<file path="src/rtl/eth_pkg.sv">
`default_nettype none
// ============================================================================
// Module   : eth_pkg
// Purpose  : Shared constants for the Ethernet RX filter: f36 word layout,
//            broadcast address and filter FSM state encoding.
// Revision : 1.0 - initial release
// ============================================================================
package eth_pkg;

   localparam int F36_W   = 36;
   localparam int SOF     = 32;
   localparam int EOF     = 33;
   localparam int OCC_LSB = 34;

   localparam logic [47:0] BCAST_ADDR = 48'hffff_ffff_ffff;

   localparam logic [2:0] c_ST_IDLE  = 3'd0;
   localparam logic [2:0] c_ST_HDR   = 3'd1;
   localparam logic [2:0] c_ST_FLUSH = 3'd2;
   localparam logic [2:0] c_ST_PASS  = 3'd3;
   localparam logic [2:0] c_ST_DROP  = 3'd4;

endpackage
`default_nettype wire

</file>
<file path="src/rtl/eth_rx_filter_if.sv">
`default_nettype none
// ============================================================================
// Module   : eth_rx_filter_if
// Purpose  : f36 streaming port (data + src_rdy/dst_rdy handshake).
// Revision : 1.0 - initial release
// ============================================================================
interface eth_rx_filter_if;
   import eth_pkg::*;

   logic [F36_W-1:0] data;
   logic             src_rdy;
   logic             dst_rdy;

   modport master (output data, output src_rdy, input dst_rdy);
   modport slave  (input data, input src_rdy, output dst_rdy);

endinterface
`default_nettype wire

</file>
<file path="src/rtl/eth_hdr_buf4.sv">
`default_nettype none
// ============================================================================
// Module   : eth_hdr_buf4
// Purpose  : Four-slot header buffer with write/read pointers; holds the
//            header words while the accept/drop decision is pending.
// Revision : 1.0 - initial release
// ============================================================================
module eth_hdr_buf4
   import eth_pkg::*;
(
   input  wire logic             clk,
   input  wire logic             reset_n,
   input  wire logic             flush,
   input  wire logic             wr_en,
   input  wire logic             wr_restart,
   input  wire logic [F36_W-1:0] wr_data,
   input  wire logic             rd_en,
   output logic      [F36_W-1:0] rd_data,
   output logic      [31:0]      dst_hi,
   output logic      [15:0]      dst_lo,
   output logic      [2:0]       wr_cnt,
   output logic                  rd_last
);

   logic [2:0] r_wr_ptr;
   logic [1:0] r_rd_ptr;

   genvar gi;
   generate
      for (gi = 0; gi < 4; gi++) begin : g_slot
         logic [F36_W-1:0] r_q;
         // A restart (sof inside the header) always lands in slot 0.
         always_ff @(posedge clk or negedge reset_n) begin
            if (!reset_n)
               r_q <= '0;
            else if (wr_en && (wr_restart ? (gi == 0) : (r_wr_ptr == 3'(gi))))
               r_q <= wr_data;
         end
      end
   endgenerate

   always_ff @(posedge clk or negedge reset_n) begin
      if (!reset_n) begin
         r_wr_ptr <= '0;
         r_rd_ptr <= '0;
      end else if (flush) begin
         r_wr_ptr <= '0;
         r_rd_ptr <= '0;
      end else begin
         if (wr_en)
            r_wr_ptr <= wr_restart ? 3'd1 : r_wr_ptr + 3'd1;
         if (rd_en) begin
            r_rd_ptr <= r_rd_ptr + 2'd1;
            if (r_rd_ptr == 2'd3)
               r_wr_ptr <= '0;
         end
      end
   end

   always_comb begin
      rd_data = g_slot[0].r_q;
      case (r_rd_ptr)
         2'd1:    rd_data = g_slot[1].r_q;
         2'd2:    rd_data = g_slot[2].r_q;
         2'd3:    rd_data = g_slot[3].r_q;
         default: rd_data = g_slot[0].r_q;
      endcase
   end

   assign dst_hi  = g_slot[0].r_q[31:0];
   assign dst_lo  = g_slot[1].r_q[31:16];
   assign wr_cnt  = r_wr_ptr;
   assign rd_last = (r_rd_ptr == 2'd3);

endmodule
`default_nettype wire

</file>
<file path="src/rtl/eth_rx_filter.sv">
`default_nettype none
// ============================================================================
// Module   : eth_rx_filter
// Purpose  : Buffers the first four f36 header words, accepts frames by
//            destination MAC and EtherType, then passes or drops the frame.
//            Define ETH_RX_FILTER_STATS_EN to build the frame counters.
// Revision : 1.0 - initial release
// ============================================================================
module eth_rx_filter
   import eth_pkg::*;
#(
   parameter int PASS_BCAST = 1,
   parameter int HDR_WORDS  = 4
) (
   input  wire logic          clk,
   input  wire logic          reset_n,
   input  wire logic          clear,
   input  wire logic [47:0]   ucast_addr,
   input  wire logic [15:0]   ethertype,
   eth_rx_filter_if.slave     i_f36,
   eth_rx_filter_if.master    o_f36
`ifdef ETH_RX_FILTER_STATS_EN
   ,
   output logic      [15:0]   frames_ok,
   output logic      [15:0]   frames_drop,
   output logic      [15:0]   frames_runt
`endif
);

   logic [2:0]       r_state;
   logic [2:0]       w_state_nx;
   logic             r_out_en;
   logic             w_in_xfer;
   logic             w_out_xfer;
   logic             w_in_sof;
   logic             w_in_eof;
   logic [2:0]       w_idx;
   logic             w_hdr_last;
   logic             w_accept;
   logic             w_runt;
   logic [47:0]      w_dst;
   logic             w_buf_wr;
   logic             w_buf_restart;
   logic             w_buf_rd;
   logic             w_buf_flush;
   logic [F36_W-1:0] w_rd_data;
   logic [31:0]      w_dst_hi;
   logic [15:0]      w_dst_lo;
   logic [2:0]       w_wr_cnt;
   logic             w_rd_last;

   eth_hdr_buf4 u_hdr_buf (
      .clk        (clk),
      .reset_n    (reset_n),
      .flush      (w_buf_flush),
      .wr_en      (w_buf_wr),
      .wr_restart (w_buf_restart),
      .wr_data    (i_f36.data),
      .rd_en      (w_buf_rd),
      .rd_data    (w_rd_data),
      .dst_hi     (w_dst_hi),
      .dst_lo     (w_dst_lo),
      .wr_cnt     (w_wr_cnt),
      .rd_last    (w_rd_last)
   );

   assign w_in_sof   = i_f36.data[SOF];
   assign w_in_eof   = i_f36.data[EOF];
   assign w_in_xfer  = i_f36.src_rdy && i_f36.dst_rdy;
   assign w_out_xfer = o_f36.src_rdy && o_f36.dst_rdy;

   // The last header word is filtered as it arrives, before it is stored.
   assign w_idx      = w_in_sof ? 3'd0 : w_wr_cnt;
   assign w_hdr_last = (r_state == c_ST_HDR) && (w_idx == 3'(HDR_WORDS - 1));
   assign w_dst      = {w_dst_hi, w_dst_lo};
   assign w_accept   = (i_f36.data[31:16] == ethertype) &&
                       ((w_dst == ucast_addr) || ((PASS_BCAST != 0) && (w_dst == BCAST_ADDR)));
   assign w_runt     = w_in_xfer && w_in_eof &&
                       (((r_state == c_ST_IDLE) && w_in_sof) ||
                        ((r_state == c_ST_HDR) && !w_hdr_last));

   // Handshakes are masked during clear so no word is half-consumed.
   always_comb begin
      i_f36.dst_rdy = 1'b0;
      o_f36.src_rdy = 1'b0;
      o_f36.data    = '0;
      case (r_state)
         c_ST_IDLE, c_ST_HDR, c_ST_DROP: i_f36.dst_rdy = r_out_en && !clear;
         c_ST_FLUSH: begin
            o_f36.src_rdy = !clear;
            o_f36.data    = w_rd_data;
         end
         c_ST_PASS: begin
            o_f36.src_rdy = i_f36.src_rdy && !clear;
            o_f36.data    = i_f36.data;
            i_f36.dst_rdy = o_f36.dst_rdy && !clear;
         end
         default: ;
      endcase
   end

   always_comb begin
      w_state_nx    = r_state;
      w_buf_wr      = 1'b0;
      w_buf_restart = 1'b0;
      w_buf_rd      = 1'b0;
      w_buf_flush   = 1'b0;
      if (clear) begin
         w_state_nx  = c_ST_IDLE;
         w_buf_flush = 1'b1;
      end else begin
         case (r_state)
            c_ST_IDLE: begin
               if (w_in_xfer && w_in_sof) begin
                  if (w_in_eof) begin
                     w_buf_flush = 1'b1;
                  end else begin
                     w_buf_wr      = 1'b1;
                     w_buf_restart = 1'b1;
                     w_state_nx    = c_ST_HDR;
                  end
               end
            end
            c_ST_HDR: begin
               if (w_in_xfer) begin
                  if (w_hdr_last) begin
                     if (w_accept) begin
                        w_buf_wr   = 1'b1;
                        w_state_nx = c_ST_FLUSH;
                     end else begin
                        w_buf_flush = 1'b1;
                        w_state_nx  = w_in_eof ? c_ST_IDLE : c_ST_DROP;
                     end
                  end else if (w_in_eof) begin
                     w_buf_flush = 1'b1;
                     w_state_nx  = c_ST_IDLE;
                  end else begin
                     w_buf_wr      = 1'b1;
                     w_buf_restart = w_in_sof;
                  end
               end
            end
            c_ST_FLUSH: begin
               if (w_out_xfer) begin
                  w_buf_rd = 1'b1;
                  if (w_rd_last)
                     w_state_nx = w_rd_data[EOF] ? c_ST_IDLE : c_ST_PASS;
               end
            end
            c_ST_PASS, c_ST_DROP: begin
               if (w_in_xfer && w_in_eof)
                  w_state_nx = c_ST_IDLE;
            end
            default: w_state_nx = c_ST_IDLE;
         endcase
      end
   end

   always_ff @(posedge clk or negedge reset_n) begin
      if (!reset_n) begin
         r_state  <= c_ST_IDLE;
         r_out_en <= 1'b0;
      end else begin
         r_state  <= w_state_nx;
         r_out_en <= 1'b1;
      end
   end

`ifdef ETH_RX_FILTER_STATS_EN
   logic [15:0] r_frames_ok;
   logic [15:0] r_frames_drop;
   logic [15:0] r_frames_runt;

   always_ff @(posedge clk or negedge reset_n) begin
      if (!reset_n) begin
         r_frames_ok   <= '0;
         r_frames_drop <= '0;
         r_frames_runt <= '0;
      end else begin
         if (w_in_xfer && w_hdr_last) begin
            if (w_accept)
               r_frames_ok <= r_frames_ok + 16'd1;
            else
               r_frames_drop <= r_frames_drop + 16'd1;
         end
         if (w_runt)
            r_frames_runt <= r_frames_runt + 16'd1;
      end
   end

   assign frames_ok   = r_frames_ok;
   assign frames_drop = r_frames_drop;
   assign frames_runt = r_frames_runt;
`endif

endmodule
`default_nettype wire

</file>
<file path="src/flat_wrapper.sv">
// flat-port wrapper written by rule: the top's interface ports become plain ports
module eth_rx_filter_flat import eth_pkg::*;
#(
   parameter int PASS_BCAST = 1,
   parameter int HDR_WORDS  = 4
)
  (clk, reset_n, clear, ucast_addr, ethertype, i_f36_data, i_f36_src_rdy, i_f36_dst_rdy, o_f36_data, o_f36_src_rdy, o_f36_dst_rdy);
  eth_rx_filter_if i_f36_i ();
  eth_rx_filter_if o_f36_i ();
  input  wire logic clk;
  input  wire logic reset_n;
  input  wire logic clear;
  input  wire logic [47:0] ucast_addr;
  input  wire logic [15:0] ethertype;
  input wire logic [$bits(i_f36_i.data)-1:0] i_f36_data;
  input wire logic [$bits(i_f36_i.src_rdy)-1:0] i_f36_src_rdy;
  output wire logic [$bits(i_f36_i.dst_rdy)-1:0] i_f36_dst_rdy;
  output wire logic [$bits(o_f36_i.data)-1:0] o_f36_data;
  output wire logic [$bits(o_f36_i.src_rdy)-1:0] o_f36_src_rdy;
  input wire logic [$bits(o_f36_i.dst_rdy)-1:0] o_f36_dst_rdy;
  assign i_f36_i.data = i_f36_data;
  assign i_f36_i.src_rdy = i_f36_src_rdy;
  assign i_f36_dst_rdy = i_f36_i.dst_rdy;
  assign o_f36_data = o_f36_i.data;
  assign o_f36_src_rdy = o_f36_i.src_rdy;
  assign o_f36_i.dst_rdy = o_f36_dst_rdy;
  eth_rx_filter #(.PASS_BCAST(PASS_BCAST), .HDR_WORDS(HDR_WORDS)) u_core (.clk(clk), .reset_n(reset_n), .clear(clear), .ucast_addr(ucast_addr), .ethertype(ethertype), .i_f36(i_f36_i), .o_f36(o_f36_i));
endmodule
</file>
<file path="config.mk">
export PLATFORM = sky130hd
export DESIGN_NAME = eth_rx_filter_flat
export DESIGN_NICKNAME = d
export VERILOG_FILES = /design/src/rtl/eth_pkg.sv /design/src/rtl/eth_rx_filter_if.sv /design/src/rtl/eth_hdr_buf4.sv /design/src/rtl/eth_rx_filter.sv /design/src/flat_wrapper.sv
export SDC_FILE = /design/constraint.sdc
export NUM_CORES = 1
export LEC_CHECK = 0
export BUFFER_PORTS_ARGS = -buffer_cell sky130_fd_sc_hd__buf_2
export CORE_ASPECT_RATIO = 0.6
export CORE_MARGIN = 3
export CORE_UTILIZATION = 57
export DETAILED_ROUTE_END_ITERATION = 10
export GPL_TIMING_DRIVEN = 1
export PLACE_DENSITY = 0.81
export SLEW_MARGIN = 20
export SYNTH_ARGS = -nofsm -noshare
export SYNTH_HDL_FRONTEND = slang
export SYNTH_SLANG_ARGS = --single-unit
</file>
<file path="constraint.sdc">
create_clock -name clk -period 3.5 [get_ports clk]
set_input_delay 0 -clock clk [delete_from_list [all_inputs] [get_ports clk]]
set_output_delay 0 -clock clk [all_outputs]
set_load 0.01 [all_outputs]
</file>
Word level (Yosys, flattened, before mapping)
Cells that the tools add are included.
{ "classes": {"n_addsub": 2, "eq_ne": 21, "mux": 51, "reduce_logical": 21} }
{ "op_table": {"columns": ["cell", "count"], "rows": [
  ["36-bit case mux with 3 select lines", 1],
  ["36-bit case mux with 2 select lines", 1],
  ["3-bit 2-to-1 mux", 17],
  ["48-bit equality test", 1],
  ["48-bit equality test, second input constant", 1],
  ["1-bit 2-to-1 mux", 23],
  ["16-bit equality test", 1],
  ["3-bit by 2-bit equality test with 1-bit output, second input constant", 5],
  ["1-bit logical AND", 13],
  ["3-bit case mux with 4 select lines", 1],
  ["1-bit case mux with 2 select lines", 5],
  ["3-bit by 2-bit != test with 1-bit output, second input constant", 3],
  ["3-bit != test, second input constant", 3],
  ["7-bit AND reduction", 1],
  ["3-bit by 1-bit equality test with 1-bit output, second input constant", 2],
  ["3-bit logical NOT", 2],
  ["2-bit 2-to-1 mux", 3],
  ["2-bit equality test, second input constant", 2],
  ["4-bit by 3-bit != test with 1-bit output, second input constant", 1],
  ["3-bit by 1-bit adder with 3-bit output, second input constant", 1],
  ["3-bit equality test, second input constant", 1],
  ["3-bit OR reduction", 1],
  ["2-bit by 1-bit adder with 2-bit output, second input constant", 1],
  ["2-bit by 1-bit equality test with 1-bit output, second input constant", 1],
  ["other kinds (4)", 4]
]} }
{ "word_totals": {"ff_bits": 153, "inputBits": 105, "out_inout_bits": 38, "wordCells": 103} }

Logic depth before layout (Yosys ltp)
Gate-level depths: netlist (run 1).
{ "depth": {"ltp_word": 13, "ltp_mapped": 11, "depth_no_buf": 7} }

Modules after synthesis
Synthesis (run 1) repeated with hierarchy kept, for this count alone.
{ "unflattened": {"hier_cells": 716, "hier_area_um2": 8894.8} }
{ "by_module_without_submodules": {"columns": ["mod", "instances", "cells_per_inst", "area_each_um2", "seq_area_each_um2"], "rows": [
  ["eth_hdr_buf4", 1, 512, 7305.8, 3728.6],
  ["eth_rx_filter", 1, 204, 1589.0, 100.1]
]} }

Worst setup path before layout (run 1)
OpenSTA, ideal clock, no wires.
{ "synth_path": {"path_type": "register to register", "startpoint": "reg u_core.u_hdr_buf.g_slot[1].r_q[21]", "endpoint": "reg u_core.u_hdr_buf.g_slot[1].r_q[10]", "setup_ps": 125, "arrival_ps": 2552, "t_required_ps": 3375, "path_slack_ps": 823, "path_stages_with_launch": 9, "n_path_buf": 1, "period_less_slack_ps": 2677, "path_cell_list": "dfrtp_1 -> xor2_1 -> nor4_1 -> nand4_1 -> nor4_4 -> a211oi_2 -> nor4b_4 -> buf_6 -> mux2_2"} }
{ "synth_between": {"elab_chain_cells": 9, "elab_cells_between_ends": 10, "cone_classes": "2 x eq/ne; 5 x mux; 3 x reduce/logical"} }
{ "synth_rtl": {"columns": ["element", "line", "rtl"], "rows": [
  ["from (decl)", "eth_hdr_buf4.sv:31", "logic [F36_W-1:0] r_q;"],
  ["from (signal assigned)", "eth_hdr_buf4.sv:37", "r_q <= wr_data;"],
  ["48-bit equality test", "eth_rx_filter.sv:77", "((w_dst == ucast_addr) || ((PASS_BCAST != 0) && (w_dst == BCAST_ADDR)));"],
  ["1-bit logical OR (*)", "eth_rx_filter.sv:77", null],
  ["1-bit logical AND (*)", "eth_rx_filter.sv:76", "assign w_accept = (i_f36.data[31:16] == ethertype) &&"],
  ["1-bit 2-to-1 mux (*)", "eth_rx_filter.sv:127", "if (w_accept) begin"],
  ["1-bit 2-to-1 mux (*)", "eth_rx_filter.sv:126", "if (w_hdr_last) begin"],
  ["1-bit 2-to-1 mux (*)", "eth_rx_filter.sv:125", "if (w_in_xfer) begin"],
  ["1-bit case mux with 2 select lines (*)", "eth_rx_filter.sv:112", "case (r_state)"],
  ["1-bit 2-to-1 mux (*)", "eth_rx_filter.sv:108", "if (clear) begin"],
  ["1-bit logical AND (*)", "eth_hdr_buf4.sv:36", "else if (wr_en && (wr_restart ? (gi == 0) : (r_wr_ptr == 3'(gi))))"]
]} }
Mark *: on every way between the ends. The rest lies on a longest branch, timed or not.
A chain may end at the register's enable or synchronous reset.

Worst setup path after layout (run 1)
{ "layout_path": {"startpoint": "in i_f36_data[29]", "endpoint": "reg u_core.u_hdr_buf.g_slot[1].r_q[29]"} }
{ "layout_between": {"elab_chain_cells": 8} }
{ "layout_rtl": {"columns": ["element", "line", "rtl"], "rows": [
  ["from (decl)", "flat_wrapper.sv:15", "input wire logic [$bits(i_f36_i.data)-1:0] i_f36_data;"],
  ["16-bit equality test", "eth_rx_filter.sv:76", null],
  ["1-bit logical AND", "eth_rx_filter.sv:76", null],
  ["1-bit 2-to-1 mux", "eth_rx_filter.sv:127", null],
  ["1-bit 2-to-1 mux", "eth_rx_filter.sv:126", null],
  ["1-bit 2-to-1 mux", "eth_rx_filter.sv:125", null],
  ["1-bit case mux with 2 select lines", "eth_rx_filter.sv:112", null],
  ["1-bit 2-to-1 mux", "eth_rx_filter.sv:108", null],
  ["1-bit logical AND", "eth_hdr_buf4.sv:36", null]
]} }
Parallel ways exist; a longest one is shown, timed or not.

==> results of run 1 <==
## power by group through the flow
| stage | Sequential, mW | Combinational, mW | Clock, mW |
|---|---|---|---|
| 4_1_cts | 2.28 | 0.838 | 1.87 |
| 3_5_place_dp | 2.30 | 0.790 | 0 |
| 5_1_grt | 2.31 | 0.932 | 1.95 |
| 2_1_floorplan | 2.17 | 0.499 | 0 |
| 6_report | 2.29 | 0.848 | 1.86 |
| 3_3_place_gp | 2.28 | 0.760 | 0 |
## worst max-delay path: cells and delay by family
kind / cells / cell delay [ps]
AOI/OAI and AO/OA: 1 / 300
xor gates and xnor gates: 1 / 190
buffers and inverters: 3 / 1030
muxes: 1 / 370
and+or+nand+nor: 4 / 1680
## metrics by stage
stage | instance area (µm²) | util [%]
after floorplan | 8090 | -
after global placement | 8990 | 65.4
after detailed placement | 8990 | 65.4
after CTS | 9960 | 72.4
after global routing | 9960 | 72.4
final | 9960 | 72.4
## routing by layer
metal / part of all wire, % / wire length, µm
met1: 41 / 10200
met5: 0 / 0
met4: 2.1 / 521
met2: 45 / 11200
met3: 11 / 2830
## final cells by class
type	instances	share of cell area, %
clock inverters	11	1.48
multi-input cells	466	40.0
inverters	10	0.377
repair buffers	199	12.8
well taps	192	2.41
flip-flops and latches	153	38.5
clock buffers	20	4.49
## synth_stat cells, drive strengths merged, types with 3 or more instances
master and n:
nand2 43, mux2 139, a22o 37, o21ai 42
buf 20, xor2 64, nor2 11, nor2b 5
nor3 4, dfrtp 153, a21oi 6, nand4 16
clkbuf 26, nand3 3, a222oi 36, ha 9
nor4b 3, inv 10, nor4 21
## state kept, by name, indices dropped and copies added, names as in the netlist
register,cells
u_core.u_hdr_buf.g_slot.r_q,144
u_core.r_state,3
u_core.u_hdr_buf.wr_cnt,3
u_core.u_hdr_buf.r_rd_ptr,2
u_core.r_out_en,1
## timing repair
item / CTS / global route
hold buffers: 37 / 0
endpoints found under the setup margin: 0 / 0
resized for setup: 0 / 0
endpoints found under the hold margin: 232 / 0
## logic make-up (layout without fill, tap and decap cells)
kind of cell,count (synthesis),count (layout),share of synthesized area (%)
AOI/OAI and AO/OA,132,132,12.7
xor gates and xnor gates,65,65,7.04
adders and majority gates,9,9,1.39
buffers and inverters,56,240,3.64
DFF,153,153,47.4
muxes,141,141,19.6
other,1,1,0.0464
and+or+nand+nor,118,118,8.25
## final timing paths
check	to	cells after the start	start	slack, ps
setup reg to reg	u_core.u_hdr_buf.g_slot[1].r_q[29]	9	u_core.u_hdr_buf.g_slot[0].r_q[26]	250
max in group asynchronous	u_core.u_hdr_buf.g_slot[0].r_q[0]	3	reset_n	2240
hold reg to reg	u_core.u_hdr_buf.g_slot[3].r_q[27]	1	u_core.u_hdr_buf.g_slot[3].r_q[27]	510
hold / removal	u_core.r_state[2]	4	i_f36_src_rdy	30
setup / recovery	u_core.u_hdr_buf.g_slot[1].r_q[29]	10	i_f36_data[29]	180
min in group asynchronous	u_core.u_hdr_buf.g_slot[0].r_q[28]	2	reset_n	230
==> impl_metrics.toml, run 1 <==
[placed_design]
hpwl_um = 16600
port-buffer-count = 142
globalplace.congestion = 0.922
place_ws_ps = 365
dpl.cell_count = 983

[synthesis]
synth_cell_type_count = 48
synth.top_cell.area_share_pct = 47.4
ys_async_sr_fraction_pct = 100
synth-seq-area-share_pct = 47.4
syn_area_mm2 = 0.00809
syn_avg_cell_area_um2 = 12.0
syn_inst = 675
synthFlopType = "dfrtp_1"
synth_warnings = 0
ys_seq_elements = 153
yosys-top-cells-area = "dfrtp_1 (47%), mux2_2 (19%), xor2_1 (6.9%), a222oi_1 (4.5%), a22o_1 (4.0%)"
synth-edff-count = 0
yosys.area.top_type = "dfrtp_1"
syn-num-nets = 789

[final_layout]
seqCellArea_mm2 = 0.00383
finalNonFillerCells = 1051
diodes = 0
layout_common_cells = "dfrtp_1 (153), buf_2 (141), mux2_2 (138), xor2_1 (64), nand2_1 (43)"
fin_nets = 961
final_common_cell = "dfrtp_1"
area_growth_pct = 23.1
multi_input_area_mm2 = 0.00398
drive_above_1_share_pct = 39.6
nFillCells = 907

[power_and_ir_drop]
seq_power_share_pct = 45.8
p_total_mw = 5.00
combinationalPowerShare_pct = 16.9
p_sw_mw = 1.47
p_sw_share_pct = 29.5
power.leakage_nw = 4.80
p_clk_share_pct = 37.3
power.internal_mw = 3.53
ir_drop_mv = 0.379
power_density_mw_per_mm2 = 503

[critical_path]
path_class = "in2reg"
endpoint_kind = "flip-flop"
slowest_stage = "dlygate4sd3_1"
crit_chain = "dlygate4sd3_1, buf_2, xor2_1, nor4_1, nand4_1, nor4_4, a211oi_2, nor4b_4, buf_12, mux2_2"
startpoint_type = "input pin"
crit_arrival_ps = 3620
crit_fanout = 36
cp_slowest_stage_delay_ps = 550
cp.required_ps = 3800

[sta]
fin_crit_ps = 3320
fin_hold_ws_ps = 29.7
worst-slew-pin-transition_ps = 1080
rsz0062_at_grt = "no"
max_freq_mhz = 301
finClkSkew_ps = 12.2
tns_ps = 0
setup_slack_ps = 181
relSlewSlack_pct = 28.1
drv_slew = 0
finalSetupViolations = 0
fin_crit_sh_pct = 94.8
report.final.hold_viol_count = 0

[drt]
drt-vias-per-instance = 6.42
dr.pass1.iters = 6
via_count = 6745
drt_iter0_drc = 1028
ant_nets = 0
drc = 0
wire_per_inst_um = 23.6
routed_wl_um = 24800

[global_routing]
use_met3_pct = 9.96
grt_util_all_layers_pct = 32.1
grt_pass1_vias = 6939
busiest_layer = "met2"
grt_max_degree = 98
use_met1_pct = 45.3
grt_pass1_wl_um = 39300
antenna_found_initial = 0
met2_usage_pct = 48.3
overflow = 0

[cts]
insertion_delay_ps = 420
cts.sinks = 153
cts_buffers = 17
clockBufferDepth = 2
htreeDepth = 4
cts_tree = "done"
path_clk_slew_ps = 60
cts_setup_buffers = 0
cts_root_buf = "clkbuf_16"

[floorplanning]
fp.dieH_um = 98.3
io_pins = 143
fp.dieW_um = 160
num_rows = 33
initial_utilization_pct = 58.8
die_area_mm2 = 0.0157
coreArea_mm2 = 0.0137

[outcome]
status = "completed"

[hold_path]
hp-class = "in2reg"

[run]
cap_viol_max_count = 0
Note: power is estimated with default switching activity, not from simulation.
==> run 2: changes to the inputs <==
--- a/config.mk
+++ b/config.mk
@@ -7,7 +7,7 @@
 export LEC_CHECK = 0
 export BUFFER_PORTS_ARGS = -buffer_cell sky130_fd_sc_hd__buf_2
 export CORE_ASPECT_RATIO = 0.6
-export CORE_MARGIN = 3
+export CORE_MARGIN = 1
 export CORE_UTILIZATION = 57
 export DETAILED_ROUTE_END_ITERATION = 10
 export GPL_TIMING_DRIVEN = 1
==> impl_metrics.toml, run 2 (synthesis gave the netlist of run 1 again) <==
[outcome]
status = "completed"

[cts]
cts_root_buf = "clkbuf_16"
cts_setup_buffers = 0
insertion_delay_ps = 420
cts_tree = "done"
clockBufferDepth = 2
htreeDepth = 4
path_clk_slew_ps = 60
cts_buffers = 17
cts.sinks = 153

[sta]
finClkSkew_ps = 13.0
relSlewSlack_pct = 31.2
report.final.hold_viol_count = 0
drv_slew = 0
fin_crit_ps = 3340
tns_ps = 0
worst-slew-pin-transition_ps = 1030
finalSetupViolations = 0
fin_crit_sh_pct = 95.6
max_freq_mhz = 299
fin_hold_ws_ps = 26.1
rsz0062_at_grt = "no"

[critical_path]
path_class = "in2reg"
startpoint_type = "input pin"
reg2reg_depth = 9
worstSetupEndpoint = "u_core.u_hdr_buf.g_slot[1].r_q[17]"
worstReg2RegEnd = "u_core.u_hdr_buf.g_slot[1].r_q[17]"
crit_arrival_ps = 3640
reg2reg_from = "u_core.u_hdr_buf.g_slot[0].r_q[3]"
critical_path.startpoint = "i_f36_data[18]"
endpoint_kind = "flip-flop"
crit_fanout = 36
cp.required_ps = 3790
r2r_slack_ps = 230

[floorplanning]
die_area_mm2 = 0.0147
io_pins = 143
fp.dieW_um = 156
fp.dieH_um = 94.3
num_rows = 33
coreArea_mm2 = 0.0137
initial_utilization_pct = 58.8

[global_routing]
antenna_found_initial = 0
overflow = 0
grt_pass1_vias = 6880
grt_pass1_wl_um = 38000
grt_max_degree = 150
grt_util_all_layers_pct = 34.9

[final_layout]
layout_common_cells = "dfrtp_1 (153), buf_2 (141), mux2_2 (138), xor2_1 (64), nand2_1 (43)"
fin_nets = 961
regMostFlops = "u_core.u_hdr_buf.g_slot.r_q"
drive_above_1_share_pct = 39.8
final_core_util_pct = 72.6
diodes = 0
area_growth_pct = 23.5
post-route-cell-area_mm2 = 0.00999
final_common_cell = "dfrtp_1"
largest_reg_flops = 144

[drt]
wire_per_inst_um = 23.4
routed_wl_um = 24700
ant_nets = 0
drt-vias-per-instance = 6.43
drc = 0
dr.pass1.iters = 6
via_count = 6768
drt_iter0_drc = 915

[power_and_ir_drop]
p_total_mw = 5.08
power.leakage_nw = 4.83
ir_drop_mv = 0.312
power_density_mw_per_mm2 = 509

[hold_path]
hp-class = "in2reg"

[placed_design]
dpl-instance-area_mm2 = 0.00898
globalplace.congestion = 0.956
port-buffer-count = 142
hpwl_um = 16000

[run]
cap_viol_max_count = 0
-- run 2: cell types whose count changed in the layout (fill, tap and decap cells not counted) --
| cell | delta |
|---|---|
| dlygate4sd3_1 | +1 |
| nor4_2 | +1 |
| clkinvlp_4 | -4 |
| clkbuf_8 | +1 |
| nor4_1 | -1 |
| clkinv_4 | +1 |
| buf_4 | -1 |
| clkbuf_1 | -1 |
| inv_6 | +4 |
-- run 2: worst min path at each step --
stage	from	end	slack, ps	depth (start not counted)
floorplan	reset_n	u_core.r_out_en	-300	0
global placement	reset_n	u_core.u_hdr_buf.g_slot[3].r_q[1]	-210	1
detailed placement	reset_n	u_core.u_hdr_buf.g_slot[2].r_q[1]	-210	1
CTS	i_f36_src_rdy	u_core.r_state[2]	20	4
global route	o_f36_dst_rdy	u_core.u_hdr_buf.wr_cnt[1]	40	3
finish	o_f36_dst_rdy	u_core.u_hdr_buf.wr_cnt[1]	30	3
-- run 2: worst max-delay path, stage by stage --
cell	delay, ps
dlygate4sd3_1	540
buf_2	160
xor2_1	190
nor4_1	540
nand4_1	420
nor4_4	420
a211oi_2	300
nor4b_4	370
buf_12	280
mux2_2	380
-- run 2: per-layer routing --
metal | up-vias | routed length (µm) | track usage, %
li1 | 2887 | - | -
met1 | 3379 | 10400 | 47.9
met2 | 440 | 11100 | 54.4
met3 | 62 | 2590 | 8.12
met4 | 0 | 602 | 12.5
met5 | - | 0 | 0
-- run 2: report_power, final --
group	switching (mW)	leakage [nW]	internal [mW]
registers	0.321	2.06	1.97
logic	0.440	2.46	0.420
clock network	0.758	0.306	1.17
total	1.52	4.83	3.57
-- run 2: timing repair --
item	CTS	global route
hold endpoints to repair	292	0
endpoints found under the setup margin	0	127
hold buffers	38	0
gates resized for setup	0	1
-- run 2: final cells by class --
class / instances / area (µm²)
multi-input combinational: 466 / 3990
fill: 941 / 3760
tap: 192 / 240
sequential: 153 / 3830
clock inverter: 12 / 161
clock buffer: 20 / 457
inverter: 10 / 37.5
timing repair buffer: 199 / 1280
-- run 2: through the flow --
step	cells	worst slack, ps
floorplan	675	823
global placement	982	219
detailed placement	982	200
CTS	1052	55.4
global route	1052	4.06
finish	1052	155
